==> config.mk <==
export PLATFORM = sky130hd
export DESIGN_NAME = sram_stream_ctrl_flat
export DESIGN_NICKNAME = d
export VERILOG_FILES = /design/src/rtl/sram_stream_ctrl_if.sv /design/src/rtl/sram_stream_ctrl.sv /design/src/flat_wrapper.sv
export SDC_FILE = /design/constraint.sdc
export NUM_CORES = 1
export LEC_CHECK = 0
export CAP_MARGIN = 20
export CORE_UTILIZATION = 45
export CTS_CLUSTER_DIAMETER = 80
export DETAILED_ROUTE_END_ITERATION = 16
export DONT_BUFFER_PORTS = 1
export HOLD_SLACK_MARGIN = 0.03
export PLACE_DENSITY = 0.61
export SLEW_MARGIN = 10
export SYNTH_ARGS = -nofsm -noshare
export SYNTH_HDL_FRONTEND = slang
export SYNTH_SLANG_ARGS = --single-unit
==> constraint.sdc <==
create_clock -name CLK -period 6.7 [get_ports CLK]
set_input_delay 1.34 -clock CLK [delete_from_list [all_inputs] [get_ports CLK]]
set_output_delay 1.34 -clock CLK [all_outputs]
set_load 0.02 [all_outputs]
==> src/rtl/sram_stream_ctrl_if.sv <==
// Command, stream and SRAM-bus bundle for sram_stream_ctrl.
// The controller uses the master modport; the surrounding system/SRAM uses the slave modport.
interface sram_stream_ctrl_if #(
    parameter int num        = 2048,
    parameter int data_width = 32
);
    localparam int AW = $clog2(num);

    logic                  start;
    logic                  mode;
    logic [AW-1:0]         base;
    logic [AW:0]           len;

    logic [data_width-1:0] in_data;
    logic                  in_valid;
    logic                  in_ready;

    logic [data_width-1:0] out_data;
    logic                  out_valid;
    logic                  out_ready;

    logic                  CEN;
    logic                  WEN;
    logic [AW-1:0]         A;
    logic [data_width-1:0] D;
    logic [data_width-1:0] Q;

    logic                  busy;
    logic                  done;

    modport master (
        input  start, mode, base, len,
        input  in_data, in_valid,
        output in_ready,
        output out_data, out_valid,
        input  out_ready,
        output CEN, WEN, A, D,
        input  Q,
        output busy, done
    );

    modport slave (
        output start, mode, base, len,
        output in_data, in_valid,
        input  in_ready,
        input  out_data, out_valid,
        output out_ready,
        input  CEN, WEN, A, D,
        output Q,
        input  busy, done
    );
endinterface

==> src/rtl/sram_stream_ctrl.sv <==
// Burst controller between a single-port SRAM and valid/ready write/read streams.
// Reads are credit-limited into a 3-entry FIFO so any out_ready pattern is lossless.
module sram_stream_ctrl #(
    parameter int num        = 2048,
    parameter int data_width = 32
) (
    input logic                CLK,
    input logic                RESET_N,
    sram_stream_ctrl_if.master bus
);
    localparam int AW         = $clog2(num);
    localparam int FIFO_DEPTH = 3;

    typedef enum logic [1:0] {
        IDLE,
        WRITE,
        READ,
        DRAIN
    } state_t;

    state_t                state, state_nxt;
    logic [AW-1:0]         addr, addr_nxt;
    logic [AW:0]           remaining, remaining_nxt;
    logic                  wr_acc;
    logic                  rd_vld_p0;
    logic                  rd_vld_p1;
    logic                  done_nxt;
    logic                  done_q;
    logic                  credit_ok;

    logic [1:0]            fifo_cnt;
    logic [1:0]            wr_ptr;
    logic [1:0]            rd_ptr;
    logic [data_width-1:0] fifo_mem [FIFO_DEPTH];
    logic                  push;
    logic                  pop;

    function automatic logic [AW-1:0] addr_inc(input logic [AW-1:0] a);
        if (a == AW'(num - 1)) return '0;
        return a + 1'b1;
    endfunction

    function automatic logic [1:0] ptr_inc(input logic [1:0] p);
        if (p == 2'(FIFO_DEPTH - 1)) return 2'd0;
        return p + 2'd1;
    endfunction

    // A pop in the same cycle does not free a credit; this keeps the FIFO
    // from ever needing a fourth slot when out_ready drops.
    assign credit_ok = (3'(fifo_cnt) + 3'(rd_vld_p1)) < 3'(FIFO_DEPTH);

    always_comb begin
        state_nxt     = state;
        addr_nxt      = addr;
        remaining_nxt = remaining;
        wr_acc        = 1'b0;
        rd_vld_p0     = 1'b0;
        done_nxt      = 1'b0;
        case (state)
            IDLE: begin
                if (bus.start) begin
                    if (bus.len == '0) begin
                        done_nxt = 1'b1;
                    end else begin
                        addr_nxt      = bus.base;
                        remaining_nxt = bus.len;
                        state_nxt     = bus.mode ? READ : WRITE;
                    end
                end
            end
            WRITE: begin
                if (bus.in_valid) begin
                    wr_acc        = 1'b1;
                    addr_nxt      = addr_inc(addr);
                    remaining_nxt = remaining - 1'b1;
                    if (remaining == (AW+1)'(1)) begin
                        state_nxt = IDLE;
                        done_nxt  = 1'b1;
                    end
                end
            end
            READ: begin
                if (remaining != '0 && credit_ok) begin
                    rd_vld_p0     = 1'b1;
                    addr_nxt      = addr_inc(addr);
                    remaining_nxt = remaining - 1'b1;
                    if (remaining == (AW+1)'(1)) state_nxt = DRAIN;
                end
            end
            DRAIN: begin
                if (fifo_cnt == 2'd0 && !rd_vld_p1) begin
                    state_nxt = IDLE;
                    done_nxt  = 1'b1;
                end
            end
            default: state_nxt = IDLE;
        endcase
    end

    // Stage p0: SRAM access is driven combinationally from the current state.
    assign bus.CEN       = ~(wr_acc | rd_vld_p0);
    assign bus.WEN       = ~wr_acc;
    assign bus.A         = (wr_acc | rd_vld_p0) ? addr : '0;
    assign bus.D         = wr_acc ? bus.in_data : '0;
    assign bus.in_ready  = (state == WRITE);
    assign bus.busy      = (state != IDLE);
    assign bus.done      = done_q;
    assign bus.out_valid = (fifo_cnt != 2'd0);
    assign bus.out_data  = (fifo_cnt != 2'd0) ? fifo_mem[rd_ptr] : '0;

    assign push = rd_vld_p1;
    assign pop  = (fifo_cnt != 2'd0) && bus.out_ready;

    always_ff @(posedge CLK or negedge RESET_N) begin
        if (!RESET_N) state <= IDLE;
        else          state <= state_nxt;
    end

    // Stage p1: read data returns on Q one cycle after issue and is pushed.
    always_ff @(posedge CLK or negedge RESET_N) begin
        if (!RESET_N) begin
            addr      <= '0;
            remaining <= '0;
            rd_vld_p1 <= 1'b0;
            done_q    <= 1'b0;
            fifo_cnt  <= 2'd0;
            wr_ptr    <= 2'd0;
            rd_ptr    <= 2'd0;
        end else begin
            addr      <= addr_nxt;
            remaining <= remaining_nxt;
            rd_vld_p1 <= rd_vld_p0;
            done_q    <= done_nxt;
            if (push) wr_ptr <= ptr_inc(wr_ptr);
            if (pop)  rd_ptr <= ptr_inc(rd_ptr);
            case ({push, pop})
                2'b10:   fifo_cnt <= fifo_cnt + 2'd1;
                2'b01:   fifo_cnt <= fifo_cnt - 2'd1;
                default: fifo_cnt <= fifo_cnt;
            endcase
        end
    end

    always_ff @(posedge CLK) begin
        if (push) fifo_mem[wr_ptr] <= bus.Q;
    end
endmodule

==> src/flat_wrapper.sv <==
// flat-port wrapper written by rule: the top's interface ports become plain ports
module sram_stream_ctrl_flat 
#(
    parameter int num        = 2048,
    parameter int data_width = 32
)
  (CLK, RESET_N, bus_start, bus_mode, bus_base, bus_len, bus_in_data, bus_in_valid, bus_in_ready, bus_out_data, bus_out_valid, bus_out_ready, bus_CEN, bus_WEN, bus_A, bus_D, bus_Q, bus_busy, bus_done);
  sram_stream_ctrl_if #(.num(num), .data_width(data_width)) bus_i ();
  input logic CLK;
  input logic RESET_N;
  input wire logic [$bits(bus_i.start)-1:0] bus_start;
  input wire logic [$bits(bus_i.mode)-1:0] bus_mode;
  input wire logic [$bits(bus_i.base)-1:0] bus_base;
  input wire logic [$bits(bus_i.len)-1:0] bus_len;
  input wire logic [$bits(bus_i.in_data)-1:0] bus_in_data;
  input wire logic [$bits(bus_i.in_valid)-1:0] bus_in_valid;
  output wire logic [$bits(bus_i.in_ready)-1:0] bus_in_ready;
  output wire logic [$bits(bus_i.out_data)-1:0] bus_out_data;
  output wire logic [$bits(bus_i.out_valid)-1:0] bus_out_valid;
  input wire logic [$bits(bus_i.out_ready)-1:0] bus_out_ready;
  output wire logic [$bits(bus_i.CEN)-1:0] bus_CEN;
  output wire logic [$bits(bus_i.WEN)-1:0] bus_WEN;
  output wire logic [$bits(bus_i.A)-1:0] bus_A;
  output wire logic [$bits(bus_i.D)-1:0] bus_D;
  input wire logic [$bits(bus_i.Q)-1:0] bus_Q;
  output wire logic [$bits(bus_i.busy)-1:0] bus_busy;
  output wire logic [$bits(bus_i.done)-1:0] bus_done;
  assign bus_i.start = bus_start;
  assign bus_i.mode = bus_mode;
  assign bus_i.base = bus_base;
  assign bus_i.len = bus_len;
  assign bus_i.in_data = bus_in_data;
  assign bus_i.in_valid = bus_in_valid;
  assign bus_in_ready = bus_i.in_ready;
  assign bus_out_data = bus_i.out_data;
  assign bus_out_valid = bus_i.out_valid;
  assign bus_i.out_ready = bus_out_ready;
  assign bus_CEN = bus_i.CEN;
  assign bus_WEN = bus_i.WEN;
  assign bus_A = bus_i.A;
  assign bus_D = bus_i.D;
  assign bus_i.Q = bus_Q;
  assign bus_busy = bus_i.busy;
  assign bus_done = bus_i.done;
  sram_stream_ctrl #(.num(num), .data_width(data_width)) u_core (.CLK(CLK), .RESET_N(RESET_N), .bus(bus_i));
endmodule
==> flow_metrics.tcl, run 1 <==
set metrics [dict create \
    synth-edff-count 96 \
    fmax_mhz 249 \
    cts_tree "built" \
    fillCellCount 1159 \
    fin_util_pct 51.9 \
    netlist_area_um2 6200 \
    drcViolationCount 0 \
    clockRootBuffer "clkbuf_16" \
    synthFlopType "edfxtp_1" \
    layout_setup_ws_ps 2680 \
    num_vias 4076 \
    final_hold_viol_count 0 \
    worstSetupEndpointType "primary output" \
    power_density_nw_per_um2 541 \
    syn_avg_cell_area_um2 11.7 \
    final_common_cell "edfxtp_1" \
    cp-startpoint "u_core.state[1]" \
    post_cts_resized 0 \
    ys_seq_area_share_pct 59.8 \
    grt_first_pass_wirelength_mm 20.7 \
    cts.sinks 129 \
    skew_ps 4.14 \
    via_per_inst 5.72 \
    place.gp.congestion 0.839 \
    rows 42 \
    cts_hold_buf 0 \
    gr-total-overflow 0 \
    place_hpwl_mm 8.49 \
    critical_path_arrival_ps 2680 \
    hold-worst-slack_ps 529 \
    start_util_pct 46.5 \
    grt_start_max_net_pins 67 \
    design.core.area_um2 13300 \
    diodes 0 \
    ant_nets 0 \
    stdcell_area_um2 6930 \
    synth-async-reset-ratio_pct 25.6 \
    cts_buffers 17 \
    worstPathMaxFanout 37 \
    finalCriticalPeriod_ps 4020 \
    path_class "reg -> out" \
    hold_path_startpoint "u_core.fifo_cnt[1]" \
    area_delta_synth_final_pct 11.8 \
    slew_violations 0 \
    multiInputGateArea_um2 2310 \
    cts_max_level 4 \
    mostFrequentLayoutCells "edfxtp_1, nor2_1, a21oi_1" \
    avgRoutedWirePerCell_um 18.4 \
    drive_gt1_share_pct 13.2 \
    tightest_slew_ps 1070 \
    cts_max_path_buffers 2 \
    final.setup.tns_ps 0 \
    dpl_cell_area_um2 6350 \
    floorplan.die.width_um 119 \
    p_leak_nw 2.65 \
    io_pins 174 \
    status "completed" \
    peakVddDrop_mv 0.252 \
    setup_viol 0 \
    min_period_over_period_pct 60.0 \
    slew_headroom_pct 28.6 \
    grt_pass1_vias 3963 \
    cap_violations 0 \
    cts.clk_slew.worst_paths_ps 60 \
    worstHoldPathType "reg -> reg" \
    syn_inst 531 \
    firstDrtPassIters 6 \
    drt_iter0_drc 254 \
    r2r-start "u_core.state[1]" \
    port-buffer-count 0 \
    dieArea_um2 14300 \
    worst_setup_path_start_kind "flop" \
    wirelength_mm 13.1 \
    ys_seq_elements 129 \
    fp.dieH_um 119 \
    postCtsSetupBuffers 0 \
    yosysUniqueCellTypes 56 \
    grt_antenna_before_repair 0 \
    rsz0062_at_grt "no" \
    nets 627 \
    clk_latency_ps 420 \
    grt_use_total_pct 19.2 \
    pre_cts_slack_ps 3190 \
    synth.net_count 634 \
    seqCellArea_um2 3710 \
    yosys_warnings 0 \
    critPathRequiredTime_ps 5360 \
]
## state kept, by name, indices dropped and copies added (netlist names)
signal and cells:
u_core.remaining 12, u_core.push 1, u_core.rd_ptr 2, u_core.bus.done 1, u_core.fifo_cnt 2, u_core.fifo_mem 96
u_core.state 2, u_core.wr_ptr 2, u_core.addr 11
## stage by stage
stage,std cells,power (mW)
floorplan,531,2.63
global placement,680,2.86
detailed placement,680,2.90
CTS,712,3.76
global route,713,3.99
finish,713,3.75
## metal layers
metal / track usage (%) / wire length (um)
met5: 0 / 0
met3: 6.66 / 929
met4: 7.97 / 261
met2: 30.8 / 6310
met1: 23.7 / 5600
## logic make-up after synthesis
family	Yosys count	share of synthesized area [%]
buf+inv	48	3.37
mux	38	6.15
xor+xnor	3	0.424
flops	129	59.8
simple gates	194	15.9
fa+ha+maj	10	2.02
compound gates	109	12.4
## cell usage after synthesis (2+ instances only)
cell type / count / area (um^2)
a211oi_2: 7 / 87.6
clkbuf_1: 27 / 101
a21o_1: 2 / 15.0
buf_6: 3 / 33.8
nand3_1: 5 / 25.0
nand4_1: 4 / 25.0
buf_2: 2 / 10.0
inv_1: 12 / 45.0
o31ai_1: 4 / 30.0
or3_1: 4 / 25.0
o21ai_0: 6 / 30.0
o21ai_1: 11 / 55.1
mux2i_1: 37 / 370
xnor2_1: 2 / 17.5
nor4_1: 3 / 18.8
buf_1: 3 / 11.3
o22ai_1: 11 / 68.8
dfrtp_1: 33 / 826
a2bb2oi_2: 7 / 105
a211oi_1: 2 / 15.0
nor2_1: 81 / 304
edfxtp_1: 96 / 2880
a31oi_1: 4 / 25.0
nor2b_1: 12 / 75.1
and3_1: 34 / 213
a21oi_1: 41 / 205
nor3_2: 2 / 20.0
ha_1: 10 / 125
nor3_1: 8 / 40.0
nand2_1: 25 / 93.8
a2bb2oi_1: 7 / 61.3
nor3b_1: 2 / 15.0
## power by group
part	total, mW	switching, mW	internal (mW)	leakage [nW]
sequential	1.28	0.219	1.06	1.26
combinational	1.61	1.04	0.566	1.13
clock	0.863	0.351	0.513	0.267
## layout make-up
class	instances	share of cell area, %
Inverter	12	0.650
Clock inverter	15	1.98
Multi-Input combinational cell	354	33.3
Sequential cell	129	53.5
Clock buffer	17	6.13
Timing Repair Buffer	10	1.26
Tap cell	176	3.18
## worst max-delay path: stages, from the launching register on
cell	delay [ps]
dfrtp_1	400
inv_1	110
ha_1	840
a21oi_1	270
buf_4	260
nor2b_1	360
## path summary, 6_finish.rpt
check	slack, ps	depth (start not counted)	endpoint
hold / removal	530	1	u_core.fifo_cnt[1]
max in group asynchronous	5980	0	u_core.rd_ptr[1]
hold reg to reg	530	1	u_core.fifo_cnt[1]
setup reg to reg	3740	8	u_core.addr[7]
min in group asynchronous	620	0	u_core.bus.done
setup / recovery	2680	5	bus_A[3]
No activity file was read; power rests on OpenSTA's default activity.
==> run 2, diff against run 1 <==
--- a/config.mk
+++ b/config.mk
@@ -11,7 +11,7 @@
 export DETAILED_ROUTE_END_ITERATION = 16
 export DONT_BUFFER_PORTS = 1
 export HOLD_SLACK_MARGIN = 0.03
-export PLACE_DENSITY = 0.61
+export PLACE_DENSITY = 0.63
 export SLEW_MARGIN = 10
 export SYNTH_ARGS = -nofsm -noshare
 export SYNTH_HDL_FRONTEND = slang
==> constraint.sdc (replaced) <==
create_clock -name CLK -period 3.5 [get_ports CLK]
set_input_delay 0.7 -clock CLK [delete_from_list [all_inputs] [get_ports CLK]]
set_output_delay 0.7 -clock CLK [all_outputs]
set_load 0.02 [all_outputs]
==> flow_metrics.tcl, run 2 (synthesis gave the netlist of run 1 again) <==
set metrics [dict create \
    status "completed" \
    final_cells 719 \
    via_per_inst 5.78 \
    final_hold_viol_count 0 \
    p_clk_share_pct 24.7 \
    cts.clk_slew.worst_paths_ps 60 \
    grt_start_max_net_pins 37 \
    rsz0062_at_grt "no" \
    seqCellArea_um2 3710 \
    cts_buffers 17 \
    avgRoutedWirePerCell_um 18.7 \
    grt_first_pass_wirelength_mm 21.3 \
    cap_violations 0 \
    grt_antenna_before_repair 0 \
    finalCriticalPeriod_ps 3090 \
    design.core.area_um2 13300 \
    io_pins 174 \
    drive_gt1_share_pct 14.0 \
    place_hpwl_mm 8.91 \
    floorplan.die.width_um 119 \
    worst_setup_path_start_kind "flop" \
    wirelength_mm 13.4 \
    slew_headroom_pct 31.2 \
    r2r-start "u_core.fifo_cnt[0]" \
    nets 633 \
    pwr-share-comb_pct 42.7 \
    power_density_nw_per_um2 1060 \
    crit_path_top_delay_cell "nor2b_1" \
    mostFrequentLayoutCells "edfxtp_1, nor2_1, a21oi_1" \
    grtUsageMet1_pct 24.9 \
    port-buffer-count 0 \
    place.gp.congestion 0.877 \
    crit_path_max_incr_delay_ps 440 \
    rows 42 \
    use_met2_pct 30.9 \
    drt_iter0_drc 357 \
    seqPwrFrac_pct 32.6 \
    top_usage_layer "met2" \
    regMostFlops "u_core.fifo_mem" \
    diodes 0 \
    start_util_pct 46.5 \
    final_common_cell "edfxtp_1" \
    critPathRequiredTime_ps 2800 \
    min_period_over_period_pct 88.2 \
    setup_viol 0 \
    crit_chain "ha_1 -> ha_1 -> a21oi_1 -> o211a_1 -> a21oi_1 -> buf_4 -> nor2b_1" \
    dpl.cell_count 686 \
    p_int_mw 4.34 \
    met3_usage_pct 5.41 \
    cts.sinks 129 \
    worstPathMaxFanout 12 \
    dieArea_um2 14300 \
    largestRegisters "u_core.fifo_mem: 96 flops, u_core.remaining: 12 flops, u_core.addr: 11 flops" \
    ant_nets 0 \
    clk_latency_ps 420 \
    grt_use_total_pct 19.5 \
    path_delay_family "adder cells" \
    tightest_slew_ps 1030 \
    p_leak_nw 2.71 \
    skew_ps 8.81 \
    slew_violations 0 \
    worstHoldPathType "in -> async" \
    critical_path_arrival_ps 2390 \
    area_delta_synth_final_pct 13.3 \
    swShare_pct 41.6 \
    num_vias 4157 \
    fp.dieH_um 119 \
    fmax_mhz 324 \
    drcViolationCount 0 \
    dpl_cell_area_um2 6400 \
    p_sw_mw 3.10 \
    path_class "reg -> out" \
    worstSetupEndpointType "primary output" \
    stdcell_area_um2 7030 \
    final.setup.tns_ps 0 \
    rr_worst_depth 7 \
    clockRootBuffer "clkbuf_16" \
    firstDrtPassIters 5 \
    rr_endpoint "u_core.addr[7]" \
    cts_tree "built" \
    peakVddDrop_mv 0.512 \
    multiInputGateArea_um2 2310 \
    reg2reg_slack_ps 680 \
    power_mw 7.44 \
    gr-total-overflow 0 \
    fillCellCount 1152 \
    largest_reg_flops 96 \
    grt_pass1_vias 4035 \
    fin_util_pct 52.7 \
    postCtsSetupBuffers 0 \
    critPathBufInv 1 \
    cts_max_level 4 \
    cts_max_path_buffers 2 \
]
## run 2: stage by stage
step	worst slack [ps]	hold WS, ps
after floorplan	101	404
after global placement	764	405
after detailed placement	723	405
after CTS	389	108
after global routing	282	109
final	413	103
## run 2: worst max-delay path by stage
stage,start,to,cells after the start
floorplan,u_core.push,u_core.fifo_mem[1][0],2
global placement,u_core.fifo_cnt[0],u_core.state[0],8
detailed placement,u_core.fifo_cnt[0],u_core.state[0],8
CTS,u_core.fifo_cnt[0],bus_A[10],7
global route,u_core.push,bus_A[10],7
finish,u_core.fifo_cnt[0],bus_A[10],7
## run 2: power groups by stage
stage               Clock [mW]  Sequential, mW  Combinational (mW)
floorplan                    0            2.27                2.77
global placement             0            2.43                3.11
detailed placement           0            2.44                3.18
CTS                       1.87            2.42                3.19
global route              1.92            2.48                3.49
finish                    1.84            2.42                3.18
## run 2: cell type report
type / instances / share of cell area (%)
clock buffer: 19 / 6.16
clock inverter: 13 / 2.62
inverter: 12 / 0.640
multi-input combinational: 354 / 32.8
sequential: 129 / 52.8
tap: 176 / 3.13
timing repair buffer: 16 / 1.89
## run 2: layer usage
metal,wire [um],vias up
met4,336,0
met5,0,-
met2,6420,141
li1,-,1961
met1,5850,2028
met3,832,27
## run 2: repair_timing
| item | in CTS | in global routing |
|---|---|---|
| gates resized for setup | 0 | 0 |
| endpoints found under the hold margin | 33 | 0 |
| hold buffers | 1 | 0 |
## run 2: worst register-to-register path: cells and delay by family, from the launching register on
family,cells,cell delay (ps)
AND/OR/NAND/NOR,3,1420
adder cells (fa/ha/maj),2,470
flip-flops,1,430
AO/OA/AOI/OAI,2,430
